File: src/rtl/apb_sleep_ctrl_mc_if.sv
// APB slave bus bundle for apb_sleep_ctrl_mc; the master drives the request, the slave returns data and status.
interface apb_sleep_ctrl_mc_if #(
  parameter int APB_ADDR_WIDTH = 12
);
  logic [APB_ADDR_WIDTH-1:0] PADDR;
  logic [31:0]               PWDATA;
  logic                      PWRITE;
  logic                      PSEL;
  logic                      PENABLE;
  logic [31:0]               PRDATA;
  logic                      PREADY;
  logic                      PSLVERR;

  modport master (
    output PADDR, PWDATA, PWRITE, PSEL, PENABLE,
    input  PRDATA, PREADY, PSLVERR
  );

  modport slave (
    input  PADDR, PWDATA, PWRITE, PSEL, PENABLE,
    output PRDATA, PREADY, PSLVERR
  );
endinterface

File: src/rtl/apb_sleep_ctrl_mc.sv
// Multi-core APB sleep controller: one RUN/SHUTDOWN/SLEEP/WAKE FSM per core behind an APB register file.
// Define SLEEP_CNT_EN to build the per-core 32-bit sleep-cycle counters at word index 0x04+c.
module apb_sleep_ctrl_mc #(
  parameter int APB_ADDR_WIDTH = 12,
  parameter int N_CORES        = 2
) (
  input  logic               HCLK,
  input  logic               HRESETn,
  apb_sleep_ctrl_mc_if.slave apb,
  input  logic [N_CORES-1:0] irq_i,
  input  logic [N_CORES-1:0] event_i,
  input  logic [N_CORES-1:0] core_busy_i,
  output logic [N_CORES-1:0] fetch_en_o,
  output logic [N_CORES-1:0] clk_gate_core_o
);
  localparam logic [1:0] ST_RUN      = 2'd0;
  localparam logic [1:0] ST_SHUTDOWN = 2'd1;
  localparam logic [1:0] ST_SLEEP    = 2'd2;
  localparam logic [1:0] ST_WAKE     = 2'd3;

  localparam logic [5:0] IDX_CTRL   = 6'h00;
  localparam logic [5:0] IDX_STATUS = 6'h01;
  localparam logic [5:0] IDX_MASK   = 6'h02;
  localparam logic [5:0] IDX_DLY    = 6'h03;
  localparam logic [5:0] IDX_CNT    = 6'h04;
`ifdef SLEEP_CNT_EN
  localparam logic [5:0] IDX_END    = 6'(4 + N_CORES);
`else
  localparam logic [5:0] IDX_END    = IDX_CNT;
`endif

  logic [N_CORES-1:0] ctrl_reg, ctrl_next;
  logic [N_CORES-1:0] status_reg;
  logic [N_CORES-1:0] wake_mask_reg;
  logic [N_CORES-1:0] in_sleep;
  logic [7:0]         wake_dly_reg;
  logic [5:0]         idx;
  logic               access, err, wr_ok, rd_ok;
  logic [31:0]        rdata;
  logic               unused_bits;

  assign idx    = apb.PADDR[7:2];
  assign access = apb.PSEL & apb.PENABLE;
  // Unmapped indices and writes to the read-only STATUS are rejected without side effects.
  assign err    = access & ((idx >= IDX_END) | (apb.PWRITE & (idx == IDX_STATUS)));
  assign wr_ok  = access & apb.PWRITE & ~err;
  assign rd_ok  = access & ~apb.PWRITE & ~err;

  assign apb.PREADY  = 1'b1;
  assign apb.PSLVERR = err;
  assign apb.PRDATA  = rd_ok ? rdata : 32'h0;
  assign unused_bits = ^{apb.PADDR[APB_ADDR_WIDTH-1:0], apb.PWDATA};

`ifdef SLEEP_CNT_EN
  logic [31:0] sleep_cnt_reg [N_CORES];

  always_ff @(posedge HCLK) begin
    for (int c = 0; c < N_CORES; c++) begin
      if (!HRESETn)
        sleep_cnt_reg[c] <= '0;
      else if (wr_ok && idx == IDX_CNT + 6'(c))
        sleep_cnt_reg[c] <= '0;
      else if (in_sleep[c] && sleep_cnt_reg[c] != '1)
        sleep_cnt_reg[c] <= sleep_cnt_reg[c] + 32'd1;
    end
  end
`endif

  always_comb begin
    rdata = 32'h0;
    case (idx)
      IDX_CTRL:   rdata[N_CORES-1:0] = ctrl_reg;
      IDX_STATUS: rdata[N_CORES-1:0] = status_reg;
      IDX_MASK:   rdata[N_CORES-1:0] = wake_mask_reg;
      IDX_DLY:    rdata[7:0]         = wake_dly_reg;
      default:    ;
    endcase
`ifdef SLEEP_CNT_EN
    for (int c = 0; c < N_CORES; c++)
      if (idx == IDX_CNT + 6'(c)) rdata = sleep_cnt_reg[c];
`endif
  end

  // A sleep request is consumed once the core sleeps or an event arrives; a same-cycle write wins.
  always_comb begin
    ctrl_next = ctrl_reg & ~(in_sleep | event_i);
    if (wr_ok && idx == IDX_CTRL) ctrl_next = apb.PWDATA[N_CORES-1:0];
  end

  always_ff @(posedge HCLK) begin
    if (!HRESETn) begin
      ctrl_reg      <= '0;
      status_reg    <= '0;
      wake_mask_reg <= '1;
      wake_dly_reg  <= 8'd4;
    end else begin
      ctrl_reg   <= ctrl_next;
      status_reg <= in_sleep;
      if (wr_ok && idx == IDX_MASK) wake_mask_reg <= apb.PWDATA[N_CORES-1:0];
      if (wr_ok && idx == IDX_DLY)  wake_dly_reg  <= apb.PWDATA[7:0];
    end
  end

  for (genvar gi = 0; gi < N_CORES; gi++) begin : g_core
    logic [1:0] state_reg, state_next;
    logic [1:0] target_reg, target_next;
    logic [7:0] dly_reg, dly_next;
    logic       wake_irq;

    assign wake_irq = irq_i[gi] & wake_mask_reg[gi];

    always_comb begin
      state_next  = state_reg;
      target_next = target_reg;
      dly_next    = dly_reg;
      case (state_reg)
        ST_RUN:
          if (ctrl_reg[gi] && !event_i[gi]) state_next = ST_SHUTDOWN;
        ST_SHUTDOWN:
          if (event_i[gi])                          state_next = ST_RUN;
          else if (!core_busy_i[gi] && !wake_irq)   state_next = ST_SLEEP;
        ST_SLEEP:
          if (event_i[gi] || wake_irq) begin
            state_next  = ST_WAKE;
            target_next = event_i[gi] ? ST_RUN : ST_SHUTDOWN;
            dly_next    = wake_dly_reg;
          end
        ST_WAKE: begin
          // An event seen while settling always lands the core back in RUN.
          if (event_i[gi]) target_next = ST_RUN;
          if (dly_reg == 8'd0) state_next = event_i[gi] ? ST_RUN : target_reg;
          else                 dly_next   = dly_reg - 8'd1;
        end
        default: state_next = ST_RUN;
      endcase
    end

    always_ff @(posedge HCLK) begin
      if (!HRESETn) begin
        state_reg  <= ST_RUN;
        target_reg <= ST_RUN;
        dly_reg    <= 8'd0;
      end else begin
        state_reg  <= state_next;
        target_reg <= target_next;
        dly_reg    <= dly_next;
      end
    end

    assign in_sleep[gi]        = (state_reg == ST_SLEEP);
    assign clk_gate_core_o[gi] = (state_reg != ST_SLEEP);
    assign fetch_en_o[gi]      = (state_reg == ST_RUN) & ~(ctrl_reg[gi] & ~event_i[gi]);
  end
endmodule

File: src/flat_wrapper.sv
// flat-port wrapper written by rule: the top's interface ports become plain ports
module apb_sleep_ctrl_mc_flat 
#(
  parameter int APB_ADDR_WIDTH = 12,
  parameter int N_CORES        = 2
)
  (HCLK, HRESETn, irq_i, event_i, core_busy_i, fetch_en_o, clk_gate_core_o, apb_PADDR, apb_PWDATA, apb_PWRITE, apb_PSEL, apb_PENABLE, apb_PRDATA, apb_PREADY, apb_PSLVERR);
  apb_sleep_ctrl_mc_if #(.APB_ADDR_WIDTH(APB_ADDR_WIDTH)) apb_i ();
  input  logic HCLK;
  input  logic HRESETn;
  input  logic [N_CORES-1:0] irq_i;
  input  logic [N_CORES-1:0] event_i;
  input  logic [N_CORES-1:0] core_busy_i;
  output logic [N_CORES-1:0] fetch_en_o;
  output logic [N_CORES-1:0] clk_gate_core_o;
  input wire logic [$bits(apb_i.PADDR)-1:0] apb_PADDR;
  input wire logic [$bits(apb_i.PWDATA)-1:0] apb_PWDATA;
  input wire logic [$bits(apb_i.PWRITE)-1:0] apb_PWRITE;
  input wire logic [$bits(apb_i.PSEL)-1:0] apb_PSEL;
  input wire logic [$bits(apb_i.PENABLE)-1:0] apb_PENABLE;
  output wire logic [$bits(apb_i.PRDATA)-1:0] apb_PRDATA;
  output wire logic [$bits(apb_i.PREADY)-1:0] apb_PREADY;
  output wire logic [$bits(apb_i.PSLVERR)-1:0] apb_PSLVERR;
  assign apb_i.PADDR = apb_PADDR;
  assign apb_i.PWDATA = apb_PWDATA;
  assign apb_i.PWRITE = apb_PWRITE;
  assign apb_i.PSEL = apb_PSEL;
  assign apb_i.PENABLE = apb_PENABLE;
  assign apb_PRDATA = apb_i.PRDATA;
  assign apb_PREADY = apb_i.PREADY;
  assign apb_PSLVERR = apb_i.PSLVERR;
  apb_sleep_ctrl_mc #(.APB_ADDR_WIDTH(APB_ADDR_WIDTH), .N_CORES(N_CORES)) u_core (.HCLK(HCLK), .HRESETn(HRESETn), .apb(apb_i), .irq_i(irq_i), .event_i(event_i), .core_busy_i(core_busy_i), .fetch_en_o(fetch_en_o), .clk_gate_core_o(clk_gate_core_o));
endmodule
File: config.mk
export PLATFORM = sky130hd
export DESIGN_NAME = apb_sleep_ctrl_mc_flat
export DESIGN_NICKNAME = d
export VERILOG_FILES = /design/src/rtl/apb_sleep_ctrl_mc_if.sv /design/src/rtl/apb_sleep_ctrl_mc.sv /design/src/flat_wrapper.sv
export SDC_FILE = /design/constraint.sdc
export NUM_CORES = 1
export LEC_CHECK = 0
export BUFFER_PORTS_ARGS = -buffer_cell sky130_fd_sc_hd__buf_2
export CAP_MARGIN = 20
export CELL_PAD_IN_SITES_DETAIL_PLACEMENT = 1
export CELL_PAD_IN_SITES_GLOBAL_PLACEMENT = 1
export CORE_ASPECT_RATIO = 1.25
export CORE_MARGIN = 2
export CORE_UTILIZATION = 30
export DETAILED_ROUTE_END_ITERATION = 8
export PLACE_DENSITY_LB_ADDON = 0.08
export SLEW_MARGIN = 30
export SYNTH_ARGS = -nofsm -noshare
export SYNTH_HDL_FRONTEND = slang
export SYNTH_SLANG_ARGS = --single-unit
File: constraint.sdc
create_clock -name HCLK -period 1.7 [get_ports HCLK]
set_input_delay 0.17 -clock HCLK [delete_from_list [all_inputs] [get_ports HCLK]]
set_output_delay 0.17 -clock HCLK [all_outputs]
set_load 0.01 [all_outputs]
# Yosys cells after proc, flatten, opt, wreduce, memory -nomap -nowiden

Index checks and enable logic that the tools add are counted.

Bitwise gates (word level): 23
$add $sub $neg: 2
Reduce and logical (&&, ||, !) cells: 28
Multiplexer cells: 30
Magnitude comparators: 1
Equal/unequal tests: 21

Operator list:

| cell                | count |
|---|---|
| $mux 8              | 5 |
| $pmux 8 s2          | 2 |
| $mux 2              | 15 |
| $pmux 2 s4          | 3 |
| $logic_not 8->1     | 2 |
| $sub 8x1->8 const B | 2 |
| $and 1x1->1         | 13 |
| $eq 6x2->1 const B  | 2 |
| $ne 2x2->1 const B  | 6 |
| $eq 2x2->1 const B  | 4 |
| $ne 2x1->1 const B  | 4 |
| $pmux 2 s2          | 2 |
| $reduce_and 4->1    | 2 |
| $logic_and 1x1->1   | 7 |
| $eq 6x1->1 const B  | 1 |
| $ge 6x3->1 const B  | 1 |
| $logic_not 1->1     | 6 |
| $logic_not 6->1     | 1 |
| $mux 6              | 1 |
| $ne 3x2->1 const B  | 2 |
| $not 1->1           | 6 |
| $reduce_and 3->1    | 2 |
| $eq 2x1->1 const B  | 2 |
| $logic_not 2->1     | 2 |
| other kinds (8)     | 12 |

Output and inout port bits: 38
Bits in registers: 38
Logic and storage cells: 115
Bits of input ports: 55

# Logic depth before layout (Yosys ltp)

Depth in word-level cells: 8
Gate-level depth with buffers: 7
Gate-level depth less buffers: 5

# Worst setup path after synthesis

Ideal clock, no wire load.

Path kind: register to register
Start: register u_core.g_core[0].state_reg[0]
End: register u_core.g_core[0].dly_reg[5]
Arrival time: 1.595 ns
Setup time: 0.120 ns
Required time: 1.580 ns
Path buffers: 2
Period minus slack after synthesis: 1.715 ns
Cell stages (with the launch flop): 7
Slack: -0.015 ns
Cell sequence: dfxtp_1 -> buf_2 -> nand2b_1 -> or2_2 -> clkbuf_1 -> and3_1 -> o31a_1

Longest elaborated chain between the ends: 3
Elaborated cells on any way between the ends: 7
Classes of those cells: 4 x eq/ne; 1 x mux; 2 x reduce/logical

Ends and longest elaborated chain:

| element                                                                 | RTL line                 | RTL |
|---|---|---|
| start: declaration                                                      | apb_sleep_ctrl_mc.sv:105 | `logic [1:0] state_reg, state_next;` |
| start signal: assignment                                                | apb_sleep_ctrl_mc.sv:144 | `state_reg <= state_next;` |
| $eq 2x2->1                                                              | apb_sleep_ctrl_mc.sv:116 | `case (state_reg)` |
| $ne 2x2->1 (no source line) / $reduce_bool 2->1 (equally long branches) | -                        |  |
| $reduce_and 3->1 (no source line)                                       | -                        |  |
| end signal: assignment                                                  | apb_sleep_ctrl_mc.sv:146 | `dly_reg <= dly_next;` |
| end: declaration                                                        | apb_sleep_ctrl_mc.sv:107 | `logic [7:0] dly_reg, dly_next;` |

Parallel ways exist; a longest one is shown, timed or not.
A chain may end at the register's enable or synchronous reset.

# Worst setup path after layout

Start: input port apb_PADDR[5]
End: output port apb_PRDATA[5]

Longest elaborated chain between the ends: 7
Elaborated cells on any way between the ends: 10
Classes of those cells: 1 x order compare; 2 x eq/ne; 2 x mux; 5 x bitwise

Ends and longest elaborated chain:

| element                                                            | RTL line                | RTL |
|---|---|---|
| start: declaration                                                 | flat_wrapper.sv:16      | `input wire logic [$bits(apb_i.PADDR)-1:0] apb_PADDR;` |
| parallel branches: the longest is 6 deep, another holds $ge 6x3->1 | -                       |  |
| $mux 8 *                                                           | apb_sleep_ctrl_mc.sv:51 | `assign apb.PRDATA = rd_ok ? rdata : 32'h0;` |
| end: declaration                                                   | flat_wrapper.sv:21      | `output wire logic [$bits(apb_i.PRDATA)-1:0] apb_PRDATA;` |

Mark *: on every way between the ends.

==> results.json <==
{
  "run_status": "finished, violations left",
  "violations": "setup timing",
  "seqCellArea_sq_um": 762.0,
  "endpoint_kind": "output pin",
  "synth_fa_ha_area_share_pct": 2.067,
  "cp_data_required_time_ps": 1530,
  "finalInstanceArea_sq_mm": 0.002948,
  "post-route-period-util_pct": 106.0,
  "ys_seq_area_share_pct": 31.42,
  "cts_tree": "built",
  "dp_cells": 446,
  "synthArstFlopShare_pct": 0,
  "fin_crit_ps": 1802,
  "gp_congestion": 0.8104,
  "core.rowCount": 36,
  "synth.top_cell.area_share_pct": 31.42,
  "start_util_pct": 30.89,
  "die_area_sq_mm": 0.008810,
  "r2r-start": "u_core.g_core[0].dly_reg[1]",
  "fin_ws_ps": -101.6,
  "numCtsBuffers": 5,
  "antenna_found_initial": 0,
  "area_delta_synth_final_pct": 21.76,
  "synthCells": 297,
  "place.port_buffers": 37,
  "p_per_area_mw_per_mm2": 577.3,
  "clk_pin_slew_worst_paths_ps": 80,
  "ys_ff_latch": 38,
  "io_pins": 93,
  "hold_path.startpoint": "apb_PWDATA[2]",
  "fin_cells": 456,
  "netlist-cell-type-count": 58,
  "grt_pass1_wl_mm": 11.61,
  "finalClockSkew_ps": 7.353,
  "place_area_sq_mm": 0.002805,
  "synthSimpleGateAreaFrac_pct": 27.18,
  "drive_above_1_share_pct": 29.92,
  "clock_latency_ps": 290,
  "gr-total-overflow": 0,
  "nFillCells": 1000,
  "core_area_sq_mm": 0.007838,
  "vias": 2310,
  "drc": 0,
  "grtUsageTotal_pct": 16.38,
  "hold_end": "u_core.wake_dly_reg[2]",
  "hold_violations": 0,
  "syn_avg_cell_area_sq_um": 8.152,
  "synth_top_family_by_area": "simple AND/OR/NAND/NOR gates",
  "hpwl_mm": 5.514,
  "syn_area_sq_mm": 0.002421,
  "synthMuxAreaShare_pct": 3.514,
  "synth.most_common_cell": "dfxtp_1",
  "drt_pass1_iterations": 6,
  "ant_nets": 0,
  "cts_root_buf": "clkbuf_8",
  "largest_register_ffs": 16,
  "cp_max_fo": 6,
  "hold_depth": 3,
  "final_nets": 419,
  "grt_pass1_vias": 2362,
  "numClockSinks": 38,
  "rsz0062_at_grt": "yes",
  "drv_cap": 0,
  "r2r_cells": 5,
  "slew_violations": 0,
  "ys.warnings.count": 0,
  "grt_max_degree": 26,
  "yosys-top-cells-area": "dfxtp_1 31%, buf_4 7.8%, nand2_1 4.0%",
  "r2r_end": "u_core.g_core[0].dly_reg[5]",
  "start_kind": "primary input",
  "leakagePower_uw": 0.001173,
  "die_w_um": 84.35,
  "max_freq_mhz": 555.1,
  "avgRoutedWirePerCell_um": 15.76,
  "regToRegSetupSlack_ps": 130,
  "finalSetupViolCount": 13,
  "clock_path_buffers": 2,
  "critPathLaunch": "apb_PADDR[5]",
  "wirelength_mm": 7.187,
  "multi_input_area_sq_mm": 0.001444,
  "path_class": "in2out",
  "hold_path.class": "in2reg",
  "synth_commonest_cells": "38 x dfxtp_1, 26 x nand2_1, 25 x buf_4",
  "fin_setup_tns_ps": -818.8,
  "synth_compound_area_share_pct": 22.33,
  "vdd_drop_max_v": 0.0002890,
  "synth_edf_count": 0,
  "synth_area_leader_cell": "dfxtp_1",
  "synth_ff_type": "dfxtp_1",
  "drt_iter0_markers": 45,
  "die_y_um": 104.4,
  "via_per_inst": 5.066,
  "h-tree-depth": 2,
  "crit_arrival_ps": 1630,
  "synth_xor_area_share_pct": 0,
  "insertedDiodeCount": 0
}
-- where the power goes --
group | switching (uW) | internal (uW) | leakage (uW) | total (uW)
Clock | 347 | 328 | 0.0000482 | 675
Combinational | 91.5 | 45.5 | 0.000818 | 137
Sequential | 0.506 | 889 | 0.000307 | 890
-- kinds of logic after synthesis --
group | count (synthesis)
DFF | 38
and+or+nand+nor | 119
adders and majority gates | 4
AOI/OAI and AO/OA | 75
muxes | 6
other | 2
buffers and inverters | 53
-- worst max path at each step --
stage                             endpoint  slack [ps]
detailed placement           apb_PRDATA[4]        -250
finish                       apb_PRDATA[5]        -100
global route                 apb_PRDATA[5]        -160
CTS                          apb_PRDATA[4]        -100
floorplan           u_core.wake_dly_reg[5]           6
global placement             apb_PRDATA[6]        -230
-- routing by layer --
| metal | wire length, um | track usage, % | share of wire [%] |
|---|---|---|---|
| met5 | 0 | 0 | 0 |
| met4 | 104 | 5.556 | 1.4 |
| met3 | 228 | 3.651 | 3.2 |
| met2 | 3795 | 29.54 | 53 |
| met1 | 3059 | 18.85 | 43 |
-- cell type report --
type                       instances  area share [%]
multi-input combinational        229           48.98
clock inverter                     1          0.1698
clock buffer                       7           2.929
timing repair buffer              74           16.51
tap                               95           4.032
sequential                        38           25.85
inverter                          12           1.528
-- stage by stage --
step / hold WS, ps / util [%] / power, uW / setup slack, ps
floorplan: 285.8 / - / 1026 / 6.431
global placement: 407.9 / 35.79 / 1046 / -231.0
detailed placement: 411.8 / 35.79 / 1045 / -250.9
CTS: 100.5 / 37.45 / 1736 / -103.2
global route: 110.3 / 37.61 / 1789 / -158.2
finish: 110.0 / 37.61 / 1702 / -101.6
-- critical path: stages --
cell,delay [ps]
buf_6,90
or4_4,520
or3_4,370
nor2_4,120
buf_6,120
and2_1,120
buf_2,130
-- cells in the final DEF (no fill, tap or decap), types with 7 or more instances in the layout --
master and instances:
nand3_1 17, inv_1 11, buf_2 35, a21oi_1 11, nor2_1 13, a31oi_1 9, nand2_1 26, dfxtp_1 37
o21ai_2 7, nand4_1 8, conb_1 25, and2_1 12, o21ai_0 9, buf_4 34
-- repair_timing --
item	CTS	global route
buffers inserted	1	1
setup endpoints to repair	8	20
hold buffers	0	0
gates resized for setup	7	2
pin swaps	1	2
(Power assumes the default switching activity.)
